### config.mk
export PLATFORM = sky130hd
export DESIGN_NAME = spike_rate_decoder_flat
export DESIGN_NICKNAME = d
export VERILOG_FILES = /design/src/rtl/spike_rate_decoder_if.sv /design/src/rtl/spike_rate_decoder.sv /design/src/flat_wrapper.sv
export SDC_FILE = /design/constraint.sdc
export NUM_CORES = 1
export LEC_CHECK = 0
export BUFFER_PORTS_ARGS = -buffer_cell sky130_fd_sc_hd__buf_2
export CORE_ASPECT_RATIO = 1.2
export CORE_MARGIN = 3
export CORE_UTILIZATION = 46
export DETAILED_ROUTE_END_ITERATION = 8
export SYNTH_ARGS = -nofsm -noshare
export SYNTH_HDL_FRONTEND = slang
export SYNTH_SLANG_ARGS = --single-unit
### constraint.sdc
create_clock -name clk -period 5.5 [get_ports clk]
set_input_delay 0.825 -clock clk [delete_from_list [all_inputs] [get_ports clk]]
set_output_delay 0.825 -clock clk [all_outputs]
set_load 0.05 [all_outputs]
### src/rtl/spike_rate_decoder_if.sv
// Result channel of the spike rate decoder: per-window count, last ISI,
// valid/ready handshake and the sticky overwrite flag.
interface spike_rate_decoder_if #(
    parameter int CNT_W = 8
);
    logic [CNT_W-1:0] rate_out;
    logic [CNT_W-1:0] isi_out;
    logic             out_valid;
    logic             out_ready;
    logic             overflow;

    modport master (
        output rate_out,
        output isi_out,
        output out_valid,
        output overflow,
        input  out_ready
    );

    modport slave (
        input  rate_out,
        input  isi_out,
        input  out_valid,
        input  overflow,
        output out_ready
    );
endinterface

### src/rtl/spike_rate_decoder.sv
// Decodes a LIF neuron spike train into a spike count per programmable window
// plus the most recent inter-spike interval, delivered over valid/ready.
module spike_rate_decoder #(
    parameter int CNT_W = 8
) (
    input  logic               clk,
    input  logic               rst,
    input  logic               ena,
    input  logic               spike_in,
    input  logic [CNT_W-1:0]   window_len,
    input  logic               clear,
    spike_rate_decoder_if.master out_if
);
    localparam logic [CNT_W-1:0] CNT_MAX = '1;
    localparam logic [CNT_W-1:0] ISI_CAP = CNT_MAX - 1'b1;

    // Window state
    logic             spike_d_q, spike_d_d;
    logic [CNT_W:0]   win_cnt_q, win_cnt_d;
    logic [CNT_W-1:0] spike_cnt_q, spike_cnt_d;
    logic [CNT_W-1:0] isi_cnt_q, isi_cnt_d;
    logic [CNT_W-1:0] last_isi_q, last_isi_d;
    logic             first_seen_q, first_seen_d;

    // Result registers
    logic [CNT_W-1:0] rate_q, rate_d;
    logic [CNT_W-1:0] isi_out_q, isi_out_d;
    logic             valid_q, valid_d;
    logic             ovf_q, ovf_d;

    logic             evt;
    logic             win_end;
    logic             xfer;
    logic [CNT_W:0]   wlen;
    logic [CNT_W-1:0] cnt_sum;

    always_comb begin
        evt = ena & spike_in & ~spike_d_q;

        // A zero window length selects the full 2^CNT_W range.
        wlen = {1'b0, window_len};
        if (window_len == '0) begin
            wlen = {1'b1, {CNT_W{1'b0}}};
        end
        // >= so that shrinking window_len mid-window closes it promptly.
        win_end = ena & (win_cnt_q >= (wlen - 1'b1));
        xfer    = valid_q & out_if.out_ready;

        spike_d_d    = ena ? spike_in : spike_d_q;
        win_cnt_d    = win_cnt_q;
        spike_cnt_d  = spike_cnt_q;
        isi_cnt_d    = isi_cnt_q;
        last_isi_d   = last_isi_q;
        first_seen_d = first_seen_q;

        cnt_sum = spike_cnt_q;
        if (evt && (spike_cnt_q != CNT_MAX)) begin
            cnt_sum = spike_cnt_q + 1'b1;
        end

        // isi_cnt tops out at CNT_MAX-1 so the +1 here saturates at CNT_MAX.
        if (evt && first_seen_q) begin
            last_isi_d = isi_cnt_q + 1'b1;
        end
        if (evt) begin
            first_seen_d = 1'b1;
        end

        if (ena) begin
            win_cnt_d   = win_end ? '0 : (win_cnt_q + 1'b1);
            spike_cnt_d = win_end ? '0 : cnt_sum;
            if (evt) begin
                isi_cnt_d = '0;
            end else if (isi_cnt_q < ISI_CAP) begin
                isi_cnt_d = isi_cnt_q + 1'b1;
            end else begin
                isi_cnt_d = ISI_CAP;
            end
        end

        rate_d    = rate_q;
        isi_out_d = isi_out_q;
        valid_d   = valid_q;
        ovf_d     = ovf_q;
        if (win_end) begin
            rate_d    = cnt_sum;
            isi_out_d = last_isi_d;
            valid_d   = 1'b1;
            if (valid_q && !out_if.out_ready) begin
                ovf_d = 1'b1;
            end
        end else if (xfer) begin
            valid_d = 1'b0;
        end
    end

    always_ff @(posedge clk or posedge rst) begin
        if (rst) begin
            spike_d_q    <= 1'b0;
            win_cnt_q    <= '0;
            spike_cnt_q  <= '0;
            isi_cnt_q    <= '0;
            last_isi_q   <= '0;
            first_seen_q <= 1'b0;
            rate_q       <= '0;
            isi_out_q    <= '0;
            valid_q      <= 1'b0;
            ovf_q        <= 1'b0;
        end else if (clear) begin
            spike_d_q    <= 1'b0;
            win_cnt_q    <= '0;
            spike_cnt_q  <= '0;
            isi_cnt_q    <= '0;
            last_isi_q   <= '0;
            first_seen_q <= 1'b0;
            rate_q       <= '0;
            isi_out_q    <= '0;
            valid_q      <= 1'b0;
            ovf_q        <= 1'b0;
        end else begin
            spike_d_q    <= spike_d_d;
            win_cnt_q    <= win_cnt_d;
            spike_cnt_q  <= spike_cnt_d;
            isi_cnt_q    <= isi_cnt_d;
            last_isi_q   <= last_isi_d;
            first_seen_q <= first_seen_d;
            rate_q       <= rate_d;
            isi_out_q    <= isi_out_d;
            valid_q      <= valid_d;
            ovf_q        <= ovf_d;
        end
    end

    assign out_if.rate_out  = rate_q;
    assign out_if.isi_out   = isi_out_q;
    assign out_if.out_valid = valid_q;
    assign out_if.overflow  = ovf_q;
endmodule

### src/flat_wrapper.sv
// flat-port wrapper written by rule: the top's interface ports become plain ports
module spike_rate_decoder_flat 
#(
    parameter int CNT_W = 8
)
  (clk, rst, ena, spike_in, window_len, clear, out_if_rate_out, out_if_isi_out, out_if_out_valid, out_if_overflow, out_if_out_ready);
  spike_rate_decoder_if #(.CNT_W(CNT_W)) out_if_i ();
  input  logic clk;
  input  logic rst;
  input  logic ena;
  input  logic spike_in;
  input  logic [CNT_W-1:0] window_len;
  input  logic clear;
  output wire logic [$bits(out_if_i.rate_out)-1:0] out_if_rate_out;
  output wire logic [$bits(out_if_i.isi_out)-1:0] out_if_isi_out;
  output wire logic [$bits(out_if_i.out_valid)-1:0] out_if_out_valid;
  output wire logic [$bits(out_if_i.overflow)-1:0] out_if_overflow;
  input wire logic [$bits(out_if_i.out_ready)-1:0] out_if_out_ready;
  assign out_if_rate_out = out_if_i.rate_out;
  assign out_if_isi_out = out_if_i.isi_out;
  assign out_if_out_valid = out_if_i.out_valid;
  assign out_if_overflow = out_if_i.overflow;
  assign out_if_i.out_ready = out_if_out_ready;
  spike_rate_decoder #(.CNT_W(CNT_W)) u_core (.clk(clk), .rst(rst), .ena(ena), .spike_in(spike_in), .window_len(window_len), .clear(clear), .out_if(out_if_i));
endmodule
==> run summary, run 1 <==
=====================================================================================
CP max-delay cell                                                        sky130_fd_sc_hd__o21ai_4
Largest incremental delay on the critical path                                 520 ps
Kind of critical path                                                    input port to flop
Outcome                                                                  complete, no violations
Setup clock skew after layout                                                 7.21 ps
Register-to-register setup slack                                              3010 ps
Layout net count                                                                  368
Total number of vias                                                             2466
Type of element launching the critical path                                input port
Proportion of layout cells with a drive suffix above 1                          21.1%
Setup crit end                                                           u_core.out_if.isi_out[7]$_DFFE_PP0P_
Cell count of the worst reg-to-reg path                                             6
Uppermost metal layer occupied by signal nets                                    met4
Met3 WL post-DR                                                                239 um
Setup violations, final                                                             0
Critical path startpoint                                                 window_len[3]
Cell area reported after detailed placement                                 3390 um^2
Final Routed Wirelength                                                       6790 um
I/O Pins                                                                           32
Avg Inst Size Synth                                                         10.2 um^2
Initial Util                                                                    48.6%
Total inserted antenna cells                                                        0
Total global-route track usage                                                  18.5%
Dominant cell by count in the synthesized netlist                        sky130_fd_sc_hd__dfrtp_1
Wire length of the first global-routing pass                                 11600 um
Number of nets with antenna violations after detailed routing                       0
Synthesized netlist cell count                                                    314
Post-cts sizing count                                                               0
DP Wirelength                                                                 4820 um
Core outline area                                                           6570 um^2
Peak VDD IR                                                                  0.123 mV
Critical path endpoint category                                                  flop
Final Instance Area                                                         3480 um^2
Setup repair after global routing missed its margin                             false
Weighted congestion at the end of routability-driven global placement           0.848
Share of the synthesized area in the top cell type                              41.5%
Remaining design rule violation count                                               0
Path length in cells of the critical path                                          12
WP data required                                                              5710 ps
Sum of internal, switching and leakage power                               0.000702 W
CP Buf/Inv Count                                                                    1
Number of failing hold endpoints at the final stage                                 0
Mapped cell area                                                            3190 um^2
Worst Hold Class                                                         flop to flop
Part of the Yosys area used for sequential elements                             41.5%
Post-synth EDFFs                                                                    0
Clock root buffer                                                        sky130_fd_sc_hd__clkbuf_8
Worst-margin pin slew                                                          846 ps
Final max-slew violation count                                                      0
Peak Freq                                                                   0.273 GHz
Routed met1 length                                                            2930 um
Final critical-path required period                                           3660 ps
Routed wire per std cell                                                      15.9 um
Clock tree from TritonCTS                                                         yes
GR Overflow Total                                                                   0
Number of port buffers                                                             31
Share of the clock period used by the worst path after layout                   66.6%
FF-to-FF Start                                                           u_core.win_cnt_q[2]$_DFFE_PP0P_
Synth Net Count                                                                   341
Clock-pin slew of the registers on the worst-case setup and hold paths         100 ps
Clock insertion delay at the later pin of the skew report                      310 ps
Headroom to the max-slew limit                                                  43.6%
Via count of the first global-routing pass                                       2408
Drt via density                                                                  5.78
Most used DFF post-synth                                                 sky130_fd_sc_hd__dfrtp_1
Total clock buffers created by CTS                                                  5
Clock Sink Count                                                                   53
Most area-hungry cell type in the Yosys netlist                          sky130_fd_sc_hd__dfrtp_1
Critical path's top delay family                                         compound AO/OA/AOI/OAI gates
Synth cell types                                                                   65
Cells on Worst Hold Path                                                            2
Largest fanout on the critical path                                                13
Proportion of synthesized flip-flops having asynchronous set or reset            100%
Total Neg Setup Slack                                                            0 ps
Power density relative to cell area                                       202 nW/um^2
Detailed route wirelength on metal2                                           3440 um
Post-synthesis sequential element count                                            53
FP Rows                                                                            32
Worst reg2reg endpoint                                                   u_core.out_if.isi_out[7]$_DFFE_PP0P_
Horizontal die dimension                                                      82.1 um
Final-layout worst hold slack                                                  492 ps
Area added between synthesis and finish                                         9.01%
Iteration count of the initial detailed-routing pass                                4
Startpoint of the most critical hold path                                u_core.out_if.overflow$_DFFE_PP0P_
Yosys warning total                                                                 0
Cts hold-fix bufs                                                                   0
Die Outline Area                                                            7980 um^2
Arrival time at the worst endpoint                                            3870 ps
Cell seen most often among critical-path stages                          sky130_fd_sc_hd__nor2_1
Initial drt markers                                                               146
Largest cells by area after synthesis                                    sky130_fd_sc_hd__dfrtp_1, sky130_fd_sc_hd__ha_1, sky130_fd_sc_hd__nor2_1
Post-CTS setup buffer count                                                         0
Clk buf depth                                                                       2
CTS H-Tree Depth                                                                    2
Fin util                                                                        53.0%
Number of antenna violations at the first check in global routing                   0
Maximum number of pins on one net before global-route repair                       54
Static leakage                                                                1.62 nW
CP cell instances                                                        buf_2, or3_1, nor3_1, a31oi_1, nor2_1, xnor2_1, ha_1, nand2_1, nor2_1, o31a_1, o21ai_4, mux2_2
Post-synth top cells                                                     sky130_fd_sc_hd__dfrtp_1, sky130_fd_sc_hd__nor2_1, sky130_fd_sc_hd__nand2_1
Max cap viols                                                                       0
Y dimension of the die                                                        97.3 um
=====================================================================================
==> worst min path at each step <==
| stage | to | slack [ps] |
|---|---|---|
| 2_1_floorplan | u_core.first_seen_q$_DFFE_PP0P_ | 480 |
| 6_report | u_core.out_if.overflow$_DFFE_PP0P_ | 490 |
| 5_1_grt | u_core.out_if.overflow$_DFFE_PP0P_ | 530 |
| 3_3_place_gp | u_core.out_if.overflow$_DFFE_PP0P_ | 470 |
| 3_5_place_dp | u_core.out_if.overflow$_DFFE_PP0P_ | 480 |
| 4_1_cts | u_core.out_if.overflow$_DFFE_PP0P_ | 500 |
==> area by class of cell <==
class	instances	area (um^2)
fill	610	3090
multi-input combinational	233	1730
sequential	53	1330
timing repair buffer	33	170
tap	85	106
clock buffer	5	68.8
inverter	15	56.3
clock inverter	3	22.5
==> cell families (layout without fill, tap and decap cells) <==
logic type	Yosys count	in the layout	synth area share [%]
other	1	1	0.117
AND/OR/NAND/NOR	112	112	20.9
AO/OA/AOI/OAI	76	76	17.9
buffers and inverters	28	56	4.27
adder cells (fa/ha/maj)	13	13	5.09
XOR/XNOR	17	17	4.66
multiplexers	14	14	5.49
flip-flops	53	53	41.5
==> metal layers <==
metal,vias to the layer above,GRT usage (%)
li1,1204,-
met1,1204,24.3
met2,44,30.1
met3,14,3.06
met4,0,6.65
met5,-,0
==> state kept, by name, indices dropped and copies added (netlist names), 8 cells and up <==
register                flops
u_core.out_if.isi_out       8
u_core.isi_cnt_q            8
u_core.spike_cnt_q          8
u_core.out_if.rate_out      8
u_core.win_cnt_q            9
u_core.last_isi_q           8
==> metrics by stage <==
step	setup slack, ps	cells
2_1_floorplan	2080	314
3_3_place_gp	1550	419
3_5_place_dp	1510	419
4_1_cts	1830	427
5_1_grt	1690	427
6_report	1840	427
==> worst min-delay path: stages, from the launching register on <==
cell and delay [ps]:
sky130_fd_sc_hd__dfrtp_1 360, sky130_fd_sc_hd__nand2_1 50, sky130_fd_sc_hd__o31ai_1 50
==> placed cells by master (no fill, tap or decap), drive strengths merged, types with 4 or more instances in the layout <==
cell	synthesis	final
dfrtp	53	53
nand4	4	4
a22o	5	5
clkbuf	3	5
mux2	10	10
o31ai	6	6
nor2b	10	10
nor2	28	28
clkinv	1	4
a211oi	9	9
a31oi	5	5
buf	10	33
ha	13	13
and3	6	6
a21oi	14	14
xor2	8	8
xnor2	9	9
nand2	19	19
inv	14	14
mux2i	4	4
nor4	4	4
o21ai	13	13
nor3	12	12
nand3	10	10
==> report_power, final <==
part | switching [W] | leakage, nW | internal, W | total (W)
clock network | 0.000133 | 0.0481 | 0.0000906 | 0.000223
registers | 0.00000731 | 0.735 | 0.000396 | 0.000403
logic | 0.0000500 | 0.836 | 0.0000259 | 0.0000759
No activity file was read; power rests on OpenSTA's default activity.
==> run 2: changes to the inputs <==
==> constraint.sdc (replaced) <==
create_clock -name clk -period 3.8 [get_ports clk]
set_input_delay 0.57 -clock clk [delete_from_list [all_inputs] [get_ports clk]]
set_output_delay 0.57 -clock clk [all_outputs]
set_load 0.05 [all_outputs]
==> run summary, run 2 (synthesized netlist as in run 1, its figures left out) <==
=====================================================================================
Most frequent standard cell in the layout excluding fill and tap cells   sky130_fd_sc_hd__dfrtp_1
Setup clock skew after layout                                                 3.97 ps
Proportion of layout cells with a drive suffix above 1                          22.0%
Peak Freq                                                                   0.321 GHz
Outcome                                                                  complete, no violations
CP cell instances                                                        buf_2, or3_1, nor3_1, a31oi_1, nor2_1, xnor2_1, ha_1, nand2_1, nor2_1, o31a_1, o21ai_4, buf_4, mux2_2
Arrival time at the worst endpoint                                            3310 ps
Final-layout worst hold slack                                                  306 ps
Number of antenna violations at the first check in global routing                   0
Layout filler cell count                                                          624
Y dimension of the die                                                        97.3 um
Final critical-path required period                                           3110 ps
Largest incremental delay on the critical path                                 420 ps
Horizontal die dimension                                                      82.1 um
Setup repair after global routing missed its margin                             false
Clock root buffer                                                        sky130_fd_sc_hd__clkbuf_8
Number of failing hold endpoints at the final stage                                 0
DP Wirelength                                                                 5020 um
Clock Sink Count                                                                   53
Initial drt markers                                                               149
Max cap viols                                                                       0
Die Outline Area                                                            7980 um^2
Share of the clock period used by the worst path after layout                   81.9%
Largest fanout on the critical path                                                13
Maximum number of pins on one net before global-route repair                       39
Register with the most flip-flops                                        u_core.win_cnt_q
Total clock buffers created by CTS                                                  5
Via count of the first global-routing pass                                       2394
Kind of critical path                                                    input port to flop
Critical path endpoint category                                                  flop
Worst-margin pin slew                                                          560 ps
Iteration count of the initial detailed-routing pass                                6
Total number of vias                                                             2391
Clock-pin slew of the registers on the worst-case setup and hold paths          90 ps
Static leakage                                                                1.63 nW
Total Neg Setup Slack                                                            0 ps
Clk buf depth                                                                       2
Area added between synthesis and finish                                         9.80%
Type of element launching the critical path                                input port
Drt via density                                                                  5.55
GR Overflow Total                                                                   0
Worst Hold Class                                                         input port to asynchronous set/reset pin
Cell seen most often among critical-path stages                          sky130_fd_sc_hd__nor2_1
Cts hold-fix bufs                                                                   0
Power density relative to cell area                                       288 nW/um^2
I/O Pins                                                                           32
Total inserted antenna cells                                                        0
Critical path's top delay family                                         simple AND/OR/NAND/NOR gates
Total global-route track usage                                                  17.9%
Area of the multi-input gates                                               1730 um^2
Post-CTS setup buffer count                                                         0
FP Rows                                                                            32
Remaining design rule violation count                                               0
Final max-slew violation count                                                      0
CP Buf/Inv Count                                                                    2
Number of flip-flops under the largest register name                                9
Highest-count cells in the layout ignoring fill and taps                 sky130_fd_sc_hd__dfrtp_1, sky130_fd_sc_hd__buf_2, sky130_fd_sc_hd__nor2_1
Initial Util                                                                    48.6%
Layout net count                                                                  372
Wire length of the first global-routing pass                                 11300 um
Final Routed Wirelength                                                       6820 um
Setup violations, final                                                             0
Number of port buffers                                                             31
Core outline area                                                           6570 um^2
Number of nets with antenna violations after detailed routing                       0
CP max-delay cell                                                        sky130_fd_sc_hd__or3_1
Peak VDD IR                                                                  0.218 mV
Clock tree from TritonCTS                                                         yes
WP data required                                                              4000 ps
Headroom to the max-slew limit                                                  62.6%
Post-cts sizing count                                                               0
Weighted congestion at the end of routability-driven global placement           0.867
CTS H-Tree Depth                                                                    2
Routed wire per std cell                                                      15.8 um
Register-to-register setup slack                                              1600 ps
Clock insertion delay at the later pin of the skew report                      300 ps
Register area                                                               1330 um^2
=====================================================================================
-- run 2: changes by cell type in the layout (fill, tap and decap cells not counted), sizes merged --
cell,previous run,this run
clkinv,4,3
buf,33,37
clkinvlp,0,1
-- run 2: where the power goes --
| group | internal [W] | total [W] | switching [W] |
|---|---|---|---|
| clock network | 0.000128 | 0.000314 | 0.000186 |
| registers | 0.000573 | 0.000583 | 0.0000101 |
| logic | 0.0000396 | 0.000113 | 0.0000733 |
-- run 2: per-layer routing --
layer	vias up	share of wire [%]	track usage [%]	routed length [um]
met5	-	0	0	0
met2	36	51	30.6	3500
met4	0	1.4	5.12	97
li1	1203	-	-	-
met3	9	2.9	2.60	198
met1	1143	44	22.9	3020
-- run 2: final cells by class --
type	instances	share of cell area, %
repair buffers	37	5.71
flip-flops and latches	53	37.8
clock inverters	3	0.500
clock buffers	5	1.96
well taps	85	3.03
inverters	15	1.61
multi-input cells	233	49.4
-- run 2: worst paths after layout --
kind,start,endpoint,depth (start not counted)
min in group clk,u_core.out_if.overflow$_DFFE_PP0P_,u_core.out_if.overflow$_DFFE_PP0P_,2
min reg2reg,u_core.out_if.overflow$_DFFE_PP0P_,u_core.out_if.overflow$_DFFE_PP0P_,2
max reg2reg,u_core.win_cnt_q[6]$_DFFE_PP0P_,u_core.out_if.rate_out[1]$_DFFE_PP0P_,7
min,rst,u_core.out_if.isi_out[2]$_DFFE_PP0P_,2
max,window_len[3],u_core.out_if.isi_out[6]$_DFFE_PP0P_,13
max in group asynchronous,rst,u_core.win_cnt_q[4]$_DFFE_PP0P_,3
-- run 2: through the flow --
stage,cell area (um^2),cells,util [%],power [W],setup slack (ps)
2_1_floorplan,3190,314,-,0.000673,637
3_3_place_gp,3420,423,52.1,0.000707,410
3_5_place_dp,3420,423,52.1,0.000708,382
4_1_cts,3510,431,53.4,0.00102,701
5_1_grt,3510,431,53.4,0.00105,478
6_report,3510,431,53.4,0.00101,688
-- run 2: worst reg2reg max path, cell delays in order, from the launching register on --
cell and delay [ps]:
sky130_fd_sc_hd__dfrtp_1 430, sky130_fd_sc_hd__ha_1 330, sky130_fd_sc_hd__a211oi_2 300, sky130_fd_sc_hd__o21bai_4 200, sky130_fd_sc_hd__nor4_4 310, sky130_fd_sc_hd__buf_4 210
sky130_fd_sc_hd__nor3_4 90, sky130_fd_sc_hd__o211a_1 230
